===== src/rtl/piano_pkg.sv =====
// Shared definitions for the note-path gate logic: state encoding and default gap length.
package piano_pkg;

  localparam logic [1:0] ST_IDLE = 2'd0;
  localparam logic [1:0] ST_HOLD = 2'd1;
  localparam logic [1:0] ST_GAP  = 2'd2;

  localparam int GAP_CYCLES_DEF = 2;

  typedef enum logic [1:0] {
    IDLE = ST_IDLE,
    HOLD = ST_HOLD,
    GAP  = ST_GAP
  } state_t;

endpackage


===== src/rtl/hold_counter.sv =====
// Loadable down-counter with a zero flag; shared by the hold and gap phases.
module hold_counter #(
  parameter int W = 16
) (
  input  logic         clk,
  input  logic         rst_n,
  input  logic         load,
  input  logic         en,
  input  logic [W-1:0] load_val,
  output logic         zero
);

  logic [W-1:0] count;

  // Saturates at zero; the zero flag is what ends each phase.
  always_ff @(posedge clk or negedge rst_n) begin
    if (!rst_n) begin
      count <= '0;
    end else if (load) begin
      count <= load_val;
    end else if (en && (count != '0)) begin
      count <= count - W'(1);
    end
  end

  assign zero = (count == '0);

endmodule


===== src/rtl/pulse_stretcher.sv =====
// Stretches note-on strobes into gates of programmable length, each followed by a
// forced low gap, with a single queued retrigger.
//
//   state | meaning
//   IDLE  | no gate, nothing queued
//   HOLD  | gate high, counter runs Duration-1 .. 0
//   GAP   | gate low, counter runs GAP_CYCLES-1 .. 0; queued request starts after
module pulse_stretcher
  import piano_pkg::*;
#(
  parameter int CNT_W      = 16,
  parameter int GAP_CYCLES = GAP_CYCLES_DEF
) (
  input  logic             Clock,
  input  logic             Reset,
  input  logic             Valid,
  input  logic [CNT_W-1:0] Duration,
  output logic             isValid,
  output logic             Busy,
  output logic             Overrun
);

  localparam int GAP_W = $clog2(GAP_CYCLES + 1);
  localparam int CW    = (CNT_W > GAP_W) ? CNT_W : GAP_W;
  localparam logic [CW-1:0] GAP_LOAD = CW'(GAP_CYCLES - 1);

  state_t           state, state_nxt;
  logic             pending, pending_nxt;
  logic [CNT_W-1:0] pend_dur, pend_dur_nxt;
  logic             overrun_nxt;
  logic             req;
  logic             cnt_load, cnt_en, cnt_zero;
  logic [CW-1:0]    cnt_val;

  assign req = Valid && (Duration != '0);

  hold_counter #(.W(CW)) u_cnt (
    .clk      (Clock),
    .rst_n    (Reset),
    .load     (cnt_load),
    .en       (cnt_en),
    .load_val (cnt_val),
    .zero     (cnt_zero)
  );

  always_comb begin
    state_nxt    = state;
    pending_nxt  = pending;
    pend_dur_nxt = pend_dur;
    overrun_nxt  = 1'b0;
    cnt_load     = 1'b0;
    cnt_en       = 1'b0;
    cnt_val      = '0;

    // Any accepted request while busy goes to the queue; newest wins.
    if (req && (state != IDLE)) begin
      pending_nxt  = 1'b1;
      pend_dur_nxt = Duration;
      overrun_nxt  = pending;
    end

    case (state)
      IDLE: begin
        if (req) begin
          state_nxt = HOLD;
          cnt_load  = 1'b1;
          cnt_val   = CW'(Duration) - CW'(1);
        end
      end
      HOLD: begin
        if (cnt_zero) begin
          state_nxt = GAP;
          cnt_load  = 1'b1;
          cnt_val   = GAP_LOAD;
        end else begin
          cnt_en = 1'b1;
        end
      end
      GAP: begin
        if (cnt_zero) begin
          if (req || pending) begin
            state_nxt   = HOLD;
            pending_nxt = 1'b0;
            cnt_load    = 1'b1;
            cnt_val     = req ? (CW'(Duration) - CW'(1)) : (CW'(pend_dur) - CW'(1));
          end else begin
            state_nxt = IDLE;
          end
        end else begin
          cnt_en = 1'b1;
        end
      end
      default: begin
        state_nxt   = IDLE;
        pending_nxt = 1'b0;
      end
    endcase
  end

  always_ff @(posedge Clock or negedge Reset) begin
    if (!Reset) begin
      state    <= IDLE;
      pending  <= 1'b0;
      pend_dur <= '0;
      isValid  <= 1'b0;
      Busy     <= 1'b0;
      Overrun  <= 1'b0;
    end else begin
      state    <= state_nxt;
      pending  <= pending_nxt;
      pend_dur <= pend_dur_nxt;
      isValid  <= (state_nxt == HOLD);
      Busy     <= (state_nxt != IDLE);
      Overrun  <= overrun_nxt;
    end
  end

endmodule

===== config.mk =====
export PLATFORM = sky130hd
export DESIGN_NAME = pulse_stretcher
export DESIGN_NICKNAME = d
export VERILOG_FILES = /design/src/rtl/piano_pkg.sv /design/src/rtl/hold_counter.sv /design/src/rtl/pulse_stretcher.sv
export SDC_FILE = /design/constraint.sdc
export NUM_CORES = 1
export LEC_CHECK = 0
export ABC_AREA = 1
export CELL_PAD_IN_SITES_DETAIL_PLACEMENT = 2
export CELL_PAD_IN_SITES_GLOBAL_PLACEMENT = 2
export CORE_MARGIN = 5
export CORE_UTILIZATION = 30
export CTS_BUF_LIST = sky130_fd_sc_hd__clkbuf_4
export DETAILED_ROUTE_END_ITERATION = 8
export PLACE_DENSITY_LB_ADDON = 0.1
export SLEW_MARGIN = 5
export SYNTH_ARGS = -nofsm -noshare
export SYNTH_HDL_FRONTEND = slang
export SYNTH_SLANG_ARGS = --single-unit
export TNS_END_PERCENT = 1

===== constraint.sdc =====
create_clock -name Clock -period 2.5 [get_ports Clock]
set_clock_uncertainty 0.05 [all_clocks]
set_input_delay 0.5 -clock Clock [delete_from_list [all_inputs] [get_ports Clock]]
set_output_delay 0.5 -clock Clock [all_outputs]
set_load 0.05 [all_outputs]

==> impl_metrics.py <==
metrics = {
    "outcome": {
        "status": "finished, final reports clean",
    },
    "yosys": {
        "yosysSeqAreaShare_pct": 31.51,
        "ys_ff_latch": 38,
        "syn-cell-area_um2": 3018,
        "syn_avg_cell_area_um2": 6.797,
        "yosys.area.top_type": "dfrtp_1",
        "synth_compound_area_share_pct": 7.546,
        "synthSimpleGateAreaFrac_pct": 38.68,
        "synth_top_cell_area_share_pct": 31.51,
        "synthMuxAreaShare_pct": 0.7463,
        "synth_fp_nets": 473,
        "synth_fa_ha_area_share_pct": 4.146,
        "syn_inst": 444,
        "synth_top_family_by_area": "simple AND/OR/NAND/NOR gates",
        "yosysWarnings": 0,
        "netlist_top_cells_area": "dfrtp_1 (32%), nand2_1 (13%), nand3_1 (10%)",
        "synth_cell_types": 34,
        "synth_xor_area_share_pct": 7.836,
    },
    "routing": {
        "antenna_left": 0,
        "finalWirelength_mm": 9.990,
        "wl_met3_um": 158,
        "firstDrtPassIters": 4,
        "route.met2.wl_mm": 5.166,
        "drc": 0,
        "wl_per_cell_um": 15.86,
        "vias": 3064,
        "routed.top_layer": "met4",
        "met1_length_mm": 4.586,
        "via_per_inst": 4.863,
        "drtIter0Drc": 54,
    },
    "cts": {
        "ctsHoldBuffers": 1,
        "insertion_delay_ns": 0.36,
        "cts_buffers": 5,
        "cts_buffer_depth": 2,
        "clk_pin_slew_ns": 0.13,
        "cts_root_buffer": "clkbuf_4",
        "cts_tree": "done",
        "htreeDepth": 2,
        "ctsResizeCount": 0,
        "cts.sink_count": 38,
        "post_cts.repair.setup_buffers": 0,
    },
    "layout": {
        "stdcell_count": 630,
        "final_cell_mix": "nand2_1 (105), nand3_1 (63), nor2_1 (58), inv_1 (51), dfrtp_1 (38)",
        "nets": 525,
        "layout-drive-gt1-share_pct": 13.88,
        "area_delta_synth_final_pct": 23.26,
        "finalInstanceArea_um2": 3720,
        "antenna_cells": 0,
        "final_common_cell": "nand2_1",
    },
    "pwr": {
        "power.share.switching_pct": 26.83,
        "p_switching_uw": 387.2,
        "internal_power_mw": 1.056,
        "p_clk_share_pct": 37.1,
        "power.share.sequential_pct": 46.0,
        "ir_drop_mv": 0.1606,
        "leakage_nw": 1.795,
        "p_comb_share_pct": 16.9,
        "p_per_area_nw_per_um2": 388.0,
    },
    "placed_design": {
        "placed_area_um2": 3608,
        "place_hpwl_mm": 8.350,
        "preCtsSetupSlack_ns": -0.07193,
        "dpl.cell_count": 621,
        "port_buffers": 21,
        "gp_congestion": 0.7798,
    },
    "setup_path": {
        "crit_fanout": 4,
        "worstPathArrival_ns": 2.42,
        "crit_type": "register to register",
        "cp.required_ns": 2.75,
        "startpoint_type": "register",
        "r2r-start": "u_cnt.count[0]",
        "crit_start": "u_cnt.count[0]",
        "critical_path.endpoint_type": "register",
    },
    "timing": {
        "slew_violations": 0,
        "fmax_mhz": 461.1,
        "slew_headroom_pct": 61.64,
        "rsz0062_at_grt": "no",
        "finalCritPeriodShare_pct": 86.75,
        "setup_slack_ns": 0.3312,
        "hold_violations": 0,
        "layout_min_cycle_time_ns": 2.169,
        "finalSetupViolCount": 0,
        "worstMarginPinSlew_ns": 0.5748,
    },
    "global_route": {
        "grt-ovfl-total": 0,
        "grt_pass1_wl_mm": 16.81,
        "grt_max_degree": 26,
        "antenna_found_initial": 0,
        "grt_pass1_vias": 3410,
        "track_usage_pct": 17.85,
    },
    "floorplanning": {
        "core-area_um2": 9774,
        "die_area_um2": 12170,
        "rows": 36,
        "io_pins": 22,
        "die_h_um": 110.3,
        "initial_core_util_pct": 30.88,
        "die_width_um": 110.3,
    },
    "worst_hold_path": {
        "min_path_type": "register to register",
        "hold_start": "pend_dur[1]",
    },
    "job": {
        "drv_cap": 0,
    },
}
==> cells by family after synthesis <==
| kind of cell | Yosys count |
|---|---|
| flip-flops | 38 |
| adder cells (fa/ha/maj) | 10 |
| XOR/XNOR | 27 |
| AO/OA/AOI/OAI | 41 |
| AND/OR/NAND/NOR | 260 |
| buffers and inverters | 66 |
| multiplexers | 2 |
==> power groups by stage <==
stage | registers (mW) | clock network, mW | logic, mW
after global routing | 0.670 | 0.583 | 0.274
after floorplan | 0.672 | 0 | 0.117
final | 0.664 | 0.535 | 0.244
after detailed placement | 0.677 | 0 | 0.247
after CTS | 0.665 | 0.551 | 0.250
after global placement | 0.675 | 0 | 0.239
==> through the flow <==
step	TNS [ns]	total power [mW]	hold WS [ns]	utilization, %
detailed placement	-0.1785	0.9238	0.3884	36.92
CTS	0	1.466	0.4634	38.06
global placement	-0.03896	0.9144	0.3843	36.92
floorplan	0	0.7884	0.1544	-
finish	0	1.443	0.4583	38.06
global route	0	1.527	0.4938	38.06
==> routing by layer <==
layer	vias to the layer above	track usage, %
met1	1508	22.52
met2	26	32.97
met3	6	1.805
met4	0	3.430
met5	-	0
li1	1524	-
==> registers in the layout, indices dropped and copies added (netlist names) <==
| register | count |
|---|---|
| Busy | 1 |
| Overrun | 1 |
| pend_dur | 16 |
| pending | 1 |
| state | 2 |
| u_cnt.count | 16 |
| isValid | 1 |
==> path summary, 6_finish.rpt <==
| check | end | slack, ns | cells past startpoint |
|---|---|---|---|
| max in group asynchronous | u_cnt.count[6] | 1.21 | 3 |
| worst max-delay path | u_cnt.count[14] | 0.33 | 12 |
| worst min register to register | pend_dur[1] | 0.46 | 2 |
| min in group asynchronous | u_cnt.count[14] | 0.52 | 2 |
| worst max register to register | u_cnt.count[14] | 0.33 | 12 |
| worst min-delay path | pend_dur[1] | 0.46 | 2 |
==> cells in the mapped netlist <==
cell and instances:
nand2_1 105, nand3_1 63, nor2_1 58, inv_1 51, dfrtp_1 38, o21ai_0 23
xor2_1 21, ha_1 10, a21oi_1 8, nand4_1 8, nor2_2 7, nand2_2 6
xnor2_1 6, buf_2 5, buf_4 3, buf_6 3, nor3_1 3, o21ai_1 3
inv_2 2, mux2_2 2, nand2_4 2, nand3b_1 2, o2111ai_1 2, o211ai_1 2
or2_2 2, a221oi_1 1, buf_1 1, clkbuf_1 1, nand3_2 1, nor2_4 1
nor3_4 1, o21ai_2 1, o21bai_1 1, or2_0 1
==> worst max-delay path: stages, from the launching register on <==
cell     delay [ns]
dfrtp_1        0.40
inv_1          0.08
buf_4          0.13
ha_1           0.16
nand2_1        0.08
nor2_1         0.27
nand2_1        0.15
nor2_1         0.21
nand2_1        0.12
nor2_1         0.13
xor2_1         0.15
nand3_1        0.09
nand3_1        0.11
==> layout make-up <==
| class | instances | area [um2] |
|---|---|---|
| fillers | 1207 | 6055 |
| multi-input cells | 340 | 1779 |
| flip-flops and latches | 38 | 950.9 |
| repair buffers | 58 | 523.0 |
| inverters | 53 | 198.9 |
| well taps | 133 | 166.4 |
| clock inverters | 3 | 63.81 |
| clock buffers | 5 | 37.54 |
Note: power is estimated with default switching activity, not from simulation.
